$ cat src/rtl/uart_rx_deframer_pkg.sv
// Shared definitions for the UART receive deframer: state encodings,
// frame constants and the 3-sample majority vote.
package uart_rx_deframer_pkg;

  localparam int DEFAULT_CLKS_PER_BIT = 434;
  localparam int DATA_BITS            = 8;

  typedef enum logic [2:0] {
    ST_IDLE  = 3'd0,
    ST_START = 3'd1,
    ST_DATA  = 3'd2,
    ST_STOP  = 3'd3,
    ST_BREAK = 3'd4
  } rx_state_t;

  function automatic logic majority3(input logic a, input logic b, input logic c);
    return (a & b) | (a & c) | (b & c);
  endfunction

endpackage

$ cat src/rtl/uart_rx_deframer_if.sv
// Byte-side handshake of the UART receiver: holding register, valid/ready,
// error pulses and busy status.
interface uart_rx_deframer_if;
  import uart_rx_deframer_pkg::*;

  logic [DATA_BITS-1:0] data;
  logic                 valid;
  logic                 ready;
  logic                 frame_err;
  logic                 overrun;
  logic                 busy;

  modport master (output data, valid, frame_err, overrun, busy, input ready);
  modport slave  (input data, valid, frame_err, overrun, busy, output ready);
endinterface

$ cat src/rtl/uart_rx_deframer_sync_2ff.sv
// Two-flop synchroniser with a parameterised reset value, for asynchronous
// input pins.
module uart_rx_deframer_sync_2ff #(
  parameter int               WIDTH     = 1,
  parameter logic [WIDTH-1:0] RESET_VAL = '1
) (
  input  logic             clk,
  input  logic             rst_n,
  input  logic [WIDTH-1:0] d,
  output logic [WIDTH-1:0] q
);

  logic [WIDTH-1:0] meta;

  always_ff @(posedge clk or negedge rst_n) begin
    if (!rst_n) begin
      meta <= RESET_VAL;
      q    <= RESET_VAL;
    end else begin
      meta <= d;
      q    <= meta;
    end
  end

endmodule

$ cat src/rtl/uart_rx_deframer.sv
// 8N1 UART receiver: synchronised line, majority-voted mid-bit sampling,
// one-byte holding register with framing-error and overrun pulses.
module uart_rx_deframer
  import uart_rx_deframer_pkg::*;
#(
  parameter int CLKS_PER_BIT = DEFAULT_CLKS_PER_BIT
) (
  input  logic               clk,
  input  logic               rst_n,
  input  logic               rxd,
  uart_rx_deframer_if.master rx
);

  localparam int HALF_BIT = CLKS_PER_BIT / 2;
  localparam int CNT_W    = $clog2(CLKS_PER_BIT);
  localparam int BIT_W    = $clog2(DATA_BITS);
  localparam logic [CNT_W-1:0] CNT_LAST = CNT_W'(CLKS_PER_BIT - 1);
  localparam logic [CNT_W-1:0] SAMP_A   = CNT_W'(HALF_BIT - 1);
  localparam logic [CNT_W-1:0] SAMP_B   = CNT_W'(HALF_BIT);
  localparam logic [CNT_W-1:0] SAMP_C   = CNT_W'(HALF_BIT + 1);
  localparam logic [BIT_W-1:0] BIT_LAST = BIT_W'(DATA_BITS - 1);

  logic                 rxs;
  rx_state_t            state_q, state_d;
  logic [CNT_W-1:0]     cnt_q, cnt_d;
  logic [BIT_W-1:0]     bit_q, bit_d;
  logic [DATA_BITS-1:0] shift_q, shift_d;
  logic                 samp_a_q, samp_a_d, samp_b_q, samp_b_d;
  logic                 vote, deliver, frame_err_d;
  logic [DATA_BITS-1:0] data_q;
  logic                 valid_q, frame_err_q, overrun_q;

  uart_rx_deframer_sync_2ff #(.WIDTH(1), .RESET_VAL(1'b1)) u_sync_2ff (
    .clk   (clk),
    .rst_n (rst_n),
    .d     (rxd),
    .q     (rxs)
  );

  assign vote = majority3(samp_a_q, samp_b_q, rxs);

  always_ff @(posedge clk or negedge rst_n) begin
    if (!rst_n) begin
      state_q  <= ST_IDLE;
      cnt_q    <= '0;
      bit_q    <= '0;
      shift_q  <= '0;
      samp_a_q <= 1'b1;
      samp_b_q <= 1'b1;
    end else begin
      state_q  <= state_d;
      cnt_q    <= cnt_d;
      bit_q    <= bit_d;
      shift_q  <= shift_d;
      samp_a_q <= samp_a_d;
      samp_b_q <= samp_b_d;
    end
  end

  // The bit decision is taken at the third sample point using the two stored
  // samples plus the live line; STOP returns to IDLE there for early re-arm.
  always_comb begin
    state_d     = state_q;
    cnt_d       = cnt_q;
    bit_d       = bit_q;
    shift_d     = shift_q;
    samp_a_d    = samp_a_q;
    samp_b_d    = samp_b_q;
    deliver     = 1'b0;
    frame_err_d = 1'b0;
    case (state_q)
      ST_IDLE: begin
        if (!rxs) begin
          cnt_d   = '0;
          state_d = ST_START;
        end
      end
      ST_BREAK: begin
        if (rxs) state_d = ST_IDLE;
      end
      default: begin
        cnt_d = (cnt_q == CNT_LAST) ? '0 : cnt_q + 1'b1;
        if (cnt_q == SAMP_A) samp_a_d = rxs;
        if (cnt_q == SAMP_B) samp_b_d = rxs;
        if (cnt_q == SAMP_C) begin
          if (state_q == ST_START) begin
            state_d = vote ? ST_IDLE : ST_DATA;
            bit_d   = '0;
          end else if (state_q == ST_DATA) begin
            shift_d = {vote, shift_q[DATA_BITS-1:1]};
            bit_d   = bit_q + 1'b1;
            if (bit_q == BIT_LAST) state_d = ST_STOP;
          end else begin
            state_d     = vote ? ST_IDLE : ST_BREAK;
            deliver     = vote;
            frame_err_d = !vote;
          end
        end
      end
    endcase
  end

  // A byte that arrives while the register is full is only accepted if the
  // consumer takes the old one in that same cycle.
  always_ff @(posedge clk or negedge rst_n) begin
    if (!rst_n) begin
      data_q      <= '0;
      valid_q     <= 1'b0;
      frame_err_q <= 1'b0;
      overrun_q   <= 1'b0;
    end else begin
      frame_err_q <= frame_err_d;
      overrun_q   <= 1'b0;
      if (deliver) begin
        if (!valid_q || rx.ready) begin
          data_q  <= shift_q;
          valid_q <= 1'b1;
        end else begin
          overrun_q <= 1'b1;
        end
      end else if (valid_q && rx.ready) begin
        valid_q <= 1'b0;
      end
    end
  end

  assign rx.data      = data_q;
  assign rx.valid     = valid_q;
  assign rx.frame_err = frame_err_q;
  assign rx.overrun   = overrun_q;
  assign rx.busy      = (state_q != ST_IDLE);

endmodule

$ cat src/flat_wrapper.sv
// flat-port wrapper written by rule: the top's interface ports become plain ports
module uart_rx_deframer_flat import uart_rx_deframer_pkg::*;
#(
  parameter int CLKS_PER_BIT = DEFAULT_CLKS_PER_BIT
)
  (clk, rst_n, rxd, rx_data, rx_valid, rx_frame_err, rx_overrun, rx_busy, rx_ready);
  uart_rx_deframer_if rx_i ();
  input  logic clk;
  input  logic rst_n;
  input  logic rxd;
  output wire logic [$bits(rx_i.data)-1:0] rx_data;
  output wire logic [$bits(rx_i.valid)-1:0] rx_valid;
  output wire logic [$bits(rx_i.frame_err)-1:0] rx_frame_err;
  output wire logic [$bits(rx_i.overrun)-1:0] rx_overrun;
  output wire logic [$bits(rx_i.busy)-1:0] rx_busy;
  input wire logic [$bits(rx_i.ready)-1:0] rx_ready;
  assign rx_data = rx_i.data;
  assign rx_valid = rx_i.valid;
  assign rx_frame_err = rx_i.frame_err;
  assign rx_overrun = rx_i.overrun;
  assign rx_busy = rx_i.busy;
  assign rx_i.ready = rx_ready;
  uart_rx_deframer #(.CLKS_PER_BIT(CLKS_PER_BIT)) u_core (.clk(clk), .rst_n(rst_n), .rxd(rxd), .rx(rx_i));
endmodule
$ cat config.mk
export PLATFORM = sky130hd
export DESIGN_NAME = uart_rx_deframer_flat
export DESIGN_NICKNAME = d
export VERILOG_FILES = /design/src/rtl/uart_rx_deframer_pkg.sv /design/src/rtl/uart_rx_deframer_if.sv /design/src/rtl/uart_rx_deframer_sync_2ff.sv /design/src/rtl/uart_rx_deframer.sv /design/src/flat_wrapper.sv
export SDC_FILE = /design/constraint.sdc
export NUM_CORES = 1
export LEC_CHECK = 0
export BUFFER_PORTS_ARGS = -buffer_cell sky130_fd_sc_hd__buf_2
export CORE_MARGIN = 2
export CORE_UTILIZATION = 52
export DETAILED_ROUTE_END_ITERATION = 8
export PLACE_DENSITY = 0.74
export SLEW_MARGIN = 0
export SYNTH_ARGS = -nofsm -noshare
export SYNTH_HDL_FRONTEND = slang
export SYNTH_SLANG_ARGS = --single-unit
$ cat constraint.sdc
create_clock -name clk -period 1.8 [get_ports clk]
set_input_delay 0.09 -clock clk [delete_from_list [all_inputs] [get_ports clk]]
set_output_delay 0.09 -clock clk [all_outputs]
set_load 0.01 [all_outputs]
==> results.tsv, run 1 <==
stage	metric	value	unit
setup_path	worst path required time	2.04	ns
place	placed cell count	221	
place	routability cong.	0.839	
synthesis	register area share after synthesis	51.7	%
sta	Worst Tran Pin Value	0.732	ns
layout	Fillers	276	
cts	worst skew pair latency	0.35	ns
synthesis	Syn Nets	160	
floorplan	initial core utilization	55.0	%
cts	clock buffer depth	2	
setup_path	worst-path maximum fanout	8	
power_and_ir_drop	switch share	22.6	%
power_and_ir_drop	Pwr Density	613	nW/um^2
layout	non-filler instance count after layout	236	
route	initial DRC count	98	
route	# DRC	0	
sta	Max Transition Viols Final	0	
global_route	M1 GR Usage	24.7	%
cts	CTS tree	built	
setup_path	crit start category	flop	
cts	TritonCTS sink count	38	
synthesis	Netlist cell types	40	
layout	area delta synth->final	20.2	%
floorplan	Die Wd	63.6	um
setup_path	Reg2Reg Setup Slack	0.03	ns
sta	Rel. slew slack	50.7	%
place	hpwl dp	2500	um
power_and_ir_drop	Lkg Pwr	1.07	nW
sta	setup TNS	0	ns
power_and_ir_drop	Max VDD drop	0.332	mV
floorplan	core footprint	3360	um^2
global_route	Congestion Overflow GR	0	
synthesis	Post-Syn Instances	150	
synthesis	cell taking the most area after synthesis	dfrtp_1	
global_route	vias in the first global route	1314	
route	WL/cell	15.8	um
floorplan	Core Rows	21	
synthesis	Post-synth EDFFs	0	
synthesis	share of the synthesized area in the top cell type	46.0	%
synthesis	Syn Std Cell Area	1850	um^2
global_route	largest net degree at the start of global routing	39	
synthesis	prevailing post-synth register cell	dfrtp_1	
power_and_ir_drop	Flop pwr share	63.1	%
route	Vias/cell	5.67	
layout	Nets	199	
place	# port buffers	15	
synthesis	top cells by area, synth	dfrtp_1 (46%), mux2_4 (6.5%), mux2_2 (6.1%)	
cts	Root Driver	clkbuf_4	
place	dpl ws	0.0472	ns
power_and_ir_drop	Logic pwr share	2.1	%
sta	Period minus WS final	1.77	ns
sta	Final setup viols	0	
run_status	status	complete, no violations	
setup_path	Crit Path Class	reg -> reg	
cts	H-tree levels	2	
floorplan	# IOs	16	
layout	n_diodes	0	
layout	share of layout cells above drive strength 1	42.1	%
sta	period utilization	98.5	%
global_route	met2 Use GR	32.9	%
flow_run	MaxCap Viol Count	0	
sta	f_max	564	MHz
route	post-route ant nets	0	
cts	CTS buffer count	5	
power_and_ir_drop	Clk pwr share	34.9	%
synthesis	Async SR Flop Fraction	100	%
synthesis	Syn Area/Cell	12.3	um^2
floorplan	die height	63.6	um
global_route	met3 usage	5.36	%
route	Routed WL	3730	um
sta	final worst slack	0.0275	ns
worst_hold_path	Worst Hold Class	in -> reg	
global_route	Overall Global Routing Usage	19.7	%
floorplan	Total Die Area	4050	um^2
synthesis	#FFs+latches synth	38	
global_route	first-pass GRT wire length	6160	um
route	DRT Pass-1 Iters	4	
global_route	initial antenna violation count	0	
cts	Clock transition at path regs	0.12	ns
power_and_ir_drop	Int Pwr	1.05	mW
power_and_ir_drop	Total Power	1.36	mW
setup_path	critical path capture point type	flop	
setup_path	Arrival @ worst endpoint	2.02	ns
global_route	Most Crowded Layer GR	met2	
synthesis	Ys Warns	0	
power_and_ir_drop	P_sw	0.307	mW
sta	Worst Skew	0.0142	ns
route	detailed-route via count	1337	
sta	endpoints failing hold	0	
## kinds of logic after synthesis
family / synth area share (%)
and+or+nand+nor: 13.8
DFF: 51.7
xor gates and xnor gates: 1.42
buffers and inverters: 3.72
muxes: 13.2
adders and majority gates: 5.14
AOI/OAI and AO/OA: 11.0
## critical path, cell delays in order (launching register included)
cell and delay [ns]:
dfrtp_1 0.47, ha_4 0.16, nor4b_4 0.24, nand4_2 0.16
nor2b_2 0.19, buf_12 0.15, mux2_4 0.30
## cells in the mapped netlist (2+ instances only)
cell type  number
a22o_1          3
buf_6           2
inv_1           5
nor2_1          7
buf_4           3
nor3_1          3
nor3b_1         2
dfrtp_1        34
ha_1            6
o21ai_0         7
xor2_1          2
a31oi_1         5
nand3_1         3
a21oi_1         5
nand2b_1        3
a41oi_1         2
mux2_4          8
mux2_2         10
dfstp_2         4
o31ai_1         3
maj3_1          2
nand2_1        13
## layout by cell type, fill, tap and decap left out, types with 4 or more instances in the layout
master	netlist	routed
buf_4	3	17
dfrtp_1	34	34
clkbuf_4	0	5
ha_1	6	4
buf_2	1	15
nor2_1	7	7
o21ai_0	7	7
a21oi_1	5	5
a31oi_1	5	5
dfstp_2	4	4
mux2_2	10	10
mux2_4	8	9
nand2_1	13	12
## through the flow
step	hold WS [ns]	util [%]	cell area, um^2
6_report	0.0406	66.1	2220
2_1_floorplan	-0.206	-	1850
4_1_cts	0.0275	63.9	2150
3_5_place_dp	0.162	61.4	2060
5_1_grt	0.0344	66.1	2220
3_3_place_gp	0.160	61.4	2060
## sequential cells by signal, indices dropped and copies added (netlist names)
name and flops:
u_core.rx.overrun 1, u_core.state_q 3, u_core.cnt_q 9, u_core.rx.valid 1, u_core.u_sync_2ff.meta 1, u_core.shift_q 8, u_core.rx.data 8, u_core.rx.frame_err 1
u_core.samp_b_q 1, u_core.u_sync_2ff.q 1, u_core.samp_a_q 1, u_core.bit_q 3
## per-layer routing
layer  up-vias  wire, um
met5         -         0
met4         0        63
met3         9       159
met2        39      1940
met1       665      1560
li1        624         -
## worst paths after layout
| kind | endpoint | cells past startpoint | startpoint |
|---|---|---|---|
| max in group asynchronous | u_core.u_sync_2ff.q | 3 | rst_n |
| worst max-delay path | u_core.rx.data[0] | 6 | u_core.cnt_q[1] |
| worst min register to register | u_core.u_sync_2ff.q | 0 | u_core.u_sync_2ff.meta |
| worst max register to register | u_core.rx.data[0] | 6 | u_core.cnt_q[1] |
| worst min-delay path | u_core.rx.overrun | 3 | rx_ready |
| min in group asynchronous | u_core.bit_q[2] | 3 | rst_n |
## what timing repair did
action,CTS,global route
resized for setup,0,12
setup endpoints to repair,0,23
setup buffers,0,3
endpoints found under the hold margin,35,0
hold buffers,2,0
## layout make-up
class | instances | area [um^2] | share of cell area (%)
sequential | 38 | 956 | 43.0
clock inverter | 2 | 12.5 | 0.563
multi-input combinational | 102 | 861 | 38.7
clock buffer | 6 | 51.3 | 2.31
timing repair buffer | 37 | 265 | 11.9
inverter | 5 | 18.8 | 0.845
tap | 46 | 57.6 | 2.59
## power groups by stage
stage	combinational [mW]	clock [mW]	sequential, mW
2_1_floorplan	0.00106	0	0.876
3_3_place_gp	0.0252	0	0.875
3_5_place_dp	0.0258	0	0.875
4_1_cts	0.0292	0.492	0.859
5_1_grt	0.0329	0.538	0.859
6_report	0.0280	0.475	0.859
(Power assumes the default switching activity.)
==> run 2: changes to the inputs <==
Settings changed: CELL_PAD_IN_SITES_DETAIL_PLACEMENT from default to 1, CELL_PAD_IN_SITES_GLOBAL_PLACEMENT from default to 2, CORE_UTILIZATION 52 to 25, PLACE_DENSITY 0.74 to default, PLACE_DENSITY_LB_ADDON from default to 0.1.
==> run 2 against run 1 <==
- final cell count is 25% higher
- design area up 8.1%
- clock power is 59% higher
- sequential cell count unchanged
- critical path type unchanged
- largest power group unchanged
==> results.tsv, run 2 (synthesis gave the netlist of run 1 again) <==
stage	metric	value	unit	change
power_and_ir_drop	Clk pwr share	45.9	%	+11 points
floorplan	core footprint	7210	um^2	+110%
layout	Nets	206		+3.5%
run_status	status	complete, no violations		
setup_path	Reg2Reg Depth	7		+1
global_route	vias in the first global route	1459		+11%
floorplan	Total Die Area	8100	um^2	+100%
sta	endpoints failing hold	0		unchanged
flow_run	MaxCap Viol Count	0		unchanged
sta	Max Transition Viols Final	0		unchanged
floorplan	die height	90.0	um	+41%
route	initial DRC count	35		-64%
cts	Root Driver	clkbuf_8		
route	# DRC	0		unchanged
power_and_ir_drop	Pwr Density	683	nW/um^2	+12%
layout	design area	2400	um^2	+8.1%
cts	Clock transition at path regs	0.08	ns	-0.04 ns
layout	share of layout cells above drive strength 1	44.2	%	+2.1 points
global_route	largest net degree at the start of global routing	39		unchanged
layout	n_diodes	0		unchanged
floorplan	# IOs	16		unchanged
route	Vias/cell	4.47		-21%
place	hpwl dp	3090	um	+23%
power_and_ir_drop	Flop pwr share	52.3	%	-11 points
setup_path	CP Launch Point	u_core.cnt_q[0]		
route	post-route ant nets	0		unchanged
sta	Hold WS	0.102	ns	+0.0614 ns
cts	clock buffer depth	2		unchanged
floorplan	Core Rows	31		+48%
setup_path	CP cell instances	inv_2, ha_4, nor4b_4, buf_4, and2_4, nand3_4, mux2_4		
power_and_ir_drop	Int Pwr	1.28	mW	+21%
global_route	first-pass GRT wire length	7340	um	+19%
place	dpl ws	0.0419	ns	-0.00528 ns
layout	most common cell after layout, fill and taps aside	dfrtp_1		
layout	Fillers	825		+200%
layout	Register Area	956	um^2	unchanged
worst_hold_path	Worst Hold Class	in -> reg		
route	WL/cell	15.2	um	-3.6%
place	placed cell count	282		+28%
sta	Worst Skew	0.00415	ns	-0.0100 ns
floorplan	initial core utilization	25.6	%	-29 points
sta	Period minus WS final	1.75	ns	-0.0266 ns
power_and_ir_drop	P_sw	0.362	mW	+18%
setup_path	Reg2Reg Setup Slack	0.05	ns	+0.03 ns
power_and_ir_drop	Lkg Pwr	1.14	nW	+5.8%
setup_path	crit start category	flop		
cts	CTS buffer count	5		unchanged
layout	Biggest register	u_core.cnt_q		
floorplan	Die Wd	90.0	um	+41%
power_and_ir_drop	Max VDD drop	0.464	mV	+40%
cts	H-tree levels	2		unchanged
layout	most frequent cells in the layout	dfrtp_1 (34), buf_4 (24), buf_2 (16)		
sta	f_max	573	MHz	+1.5%
global_route	Congestion Overflow GR	0		unchanged
power_and_ir_drop	switch share	22.1	%	-0.48 points
setup_path	worst-path maximum fanout	5		-3
cts	CTS tree	built		
setup_path	largest delay contributor family on the critical path	simple AND/OR/NAND/NOR gates		
route	DRT Pass-1 Iters	4		unchanged
setup_path	Crit path largest cell delay	0.41	ns	-0.06 ns
setup_path	Worst path slowest cell	dfrtp_1		
layout	area taken by multi-input logic gates	877	um^2	+1.9%
place	placed cell areas	2190	um^2	+6.1%
layout	non-filler instance count after layout	296		+25%
route	detailed-route via count	1322		-1.1%
cts	TritonCTS sink count	38		unchanged
setup_path	critical path capture point type	flop		
power_and_ir_drop	Logic pwr share	1.8	%	-0.3 points
place	# port buffers	15		unchanged
setup_path	Buf/Inv on CP	2		+1
sta	Rel. slew slack	65.5	%	+15 points
setup_path	Crit. path cell count	7		+1
sta	Final setup viols	0		unchanged
global_route	initial antenna violation count	0		unchanged
sta	Worst Tran Pin Value	0.517	ns	-0.215 ns
setup_path	Arrival @ worst endpoint	1.93	ns	-0.09 ns
cts	worst skew pair latency	0.30	ns	-0.05 ns
global_route	Overall Global Routing Usage	11.5	%	-8.2 points
sta	RSZ-0062 raised after global routing	yes		
setup_path	worst path required time	1.98	ns	-0.06 ns
sta	final worst slack	0.0541	ns	+0.0266 ns
setup_path	worst reg2reg path startpoint	u_core.cnt_q[0]		
layout	final core occ	33.3	%	-33 points
setup_path	Reg-to-Reg End	u_core.shift_q[6]		
route	Routed WL	4500	um	+21%
layout	max reg flops	9		unchanged
sta	period utilization	97.0	%	-1.5 points
layout	area delta synth->final	29.8	%	
place	routability cong.	0.749		-11%
setup_path	Crit Path Class	reg -> reg		
setup_path	Critical Path Sink	u_core.shift_q[6]		
-- run 2: metrics by stage --
stage               TNS (ns)  total power, mW
global route          -0.611             1.70
global placement           0            0.902
detailed placement         0            0.903
floorplan                  0            0.877
finish                     0             1.64
CTS                        0             1.67
-- run 2: worst min-delay path by stage --
stage	cells after the start	slack, ns	endpoint	startpoint
floorplan	0	-0.21	u_core.bit_q[0]	rst_n
global placement	2	0.18	u_core.bit_q[0]	rst_n
detailed placement	2	0.18	u_core.bit_q[0]	rst_n
CTS	3	0.10	u_core.rx.overrun	rx_ready
global route	3	0.13	u_core.rx.overrun	rx_ready
finish	3	0.10	u_core.rx.overrun	rx_ready
-- run 2: power by group through the flow --
stage                     combinational [mW]  sequential, mW  clock, mW
after floorplan                      0.00106           0.876          0
after global placement                0.0271           0.875          0
after detailed placement              0.0281           0.875          0
after CTS                             0.0313           0.858      0.777
after global routing                  0.0346           0.859      0.812
final                                 0.0298           0.858      0.753
-- run 2: routing by layer --
layer	track usage [%]	vias to the layer above	routed length, um
li1	-	631	-
met1	13.4	674	1910
met2	20.2	12	2420
met3	3.10	5	116
met4	3.85	0	63
met5	0	-	0
-- run 2: worst reg2reg max path, stage by stage, from the launching register on --
cell and delay (ns):
dfrtp_1 0.41, inv_2 0.09, ha_4 0.12, nor4b_4 0.23
buf_4 0.17, and2_4 0.17, nand3_4 0.12, mux2_4 0.33
-- run 2: cell type report --
cell class / count / share of cell area, %
sequential: 38 / 39.8
multi-input combinational: 102 / 36.5
timing repair buffer: 44 / 13.0
tap: 99 / 5.16
clock buffer: 5 / 2.87
clock inverter: 3 / 1.88
inverter: 5 / 0.782
-- run 2: repair_timing --
action,CTS,global route
hold buffers,2,0
endpoints found under the hold margin,35,0
setup buffers,0,2
gates resized for setup,0,13
setup endpoints to repair,0,24
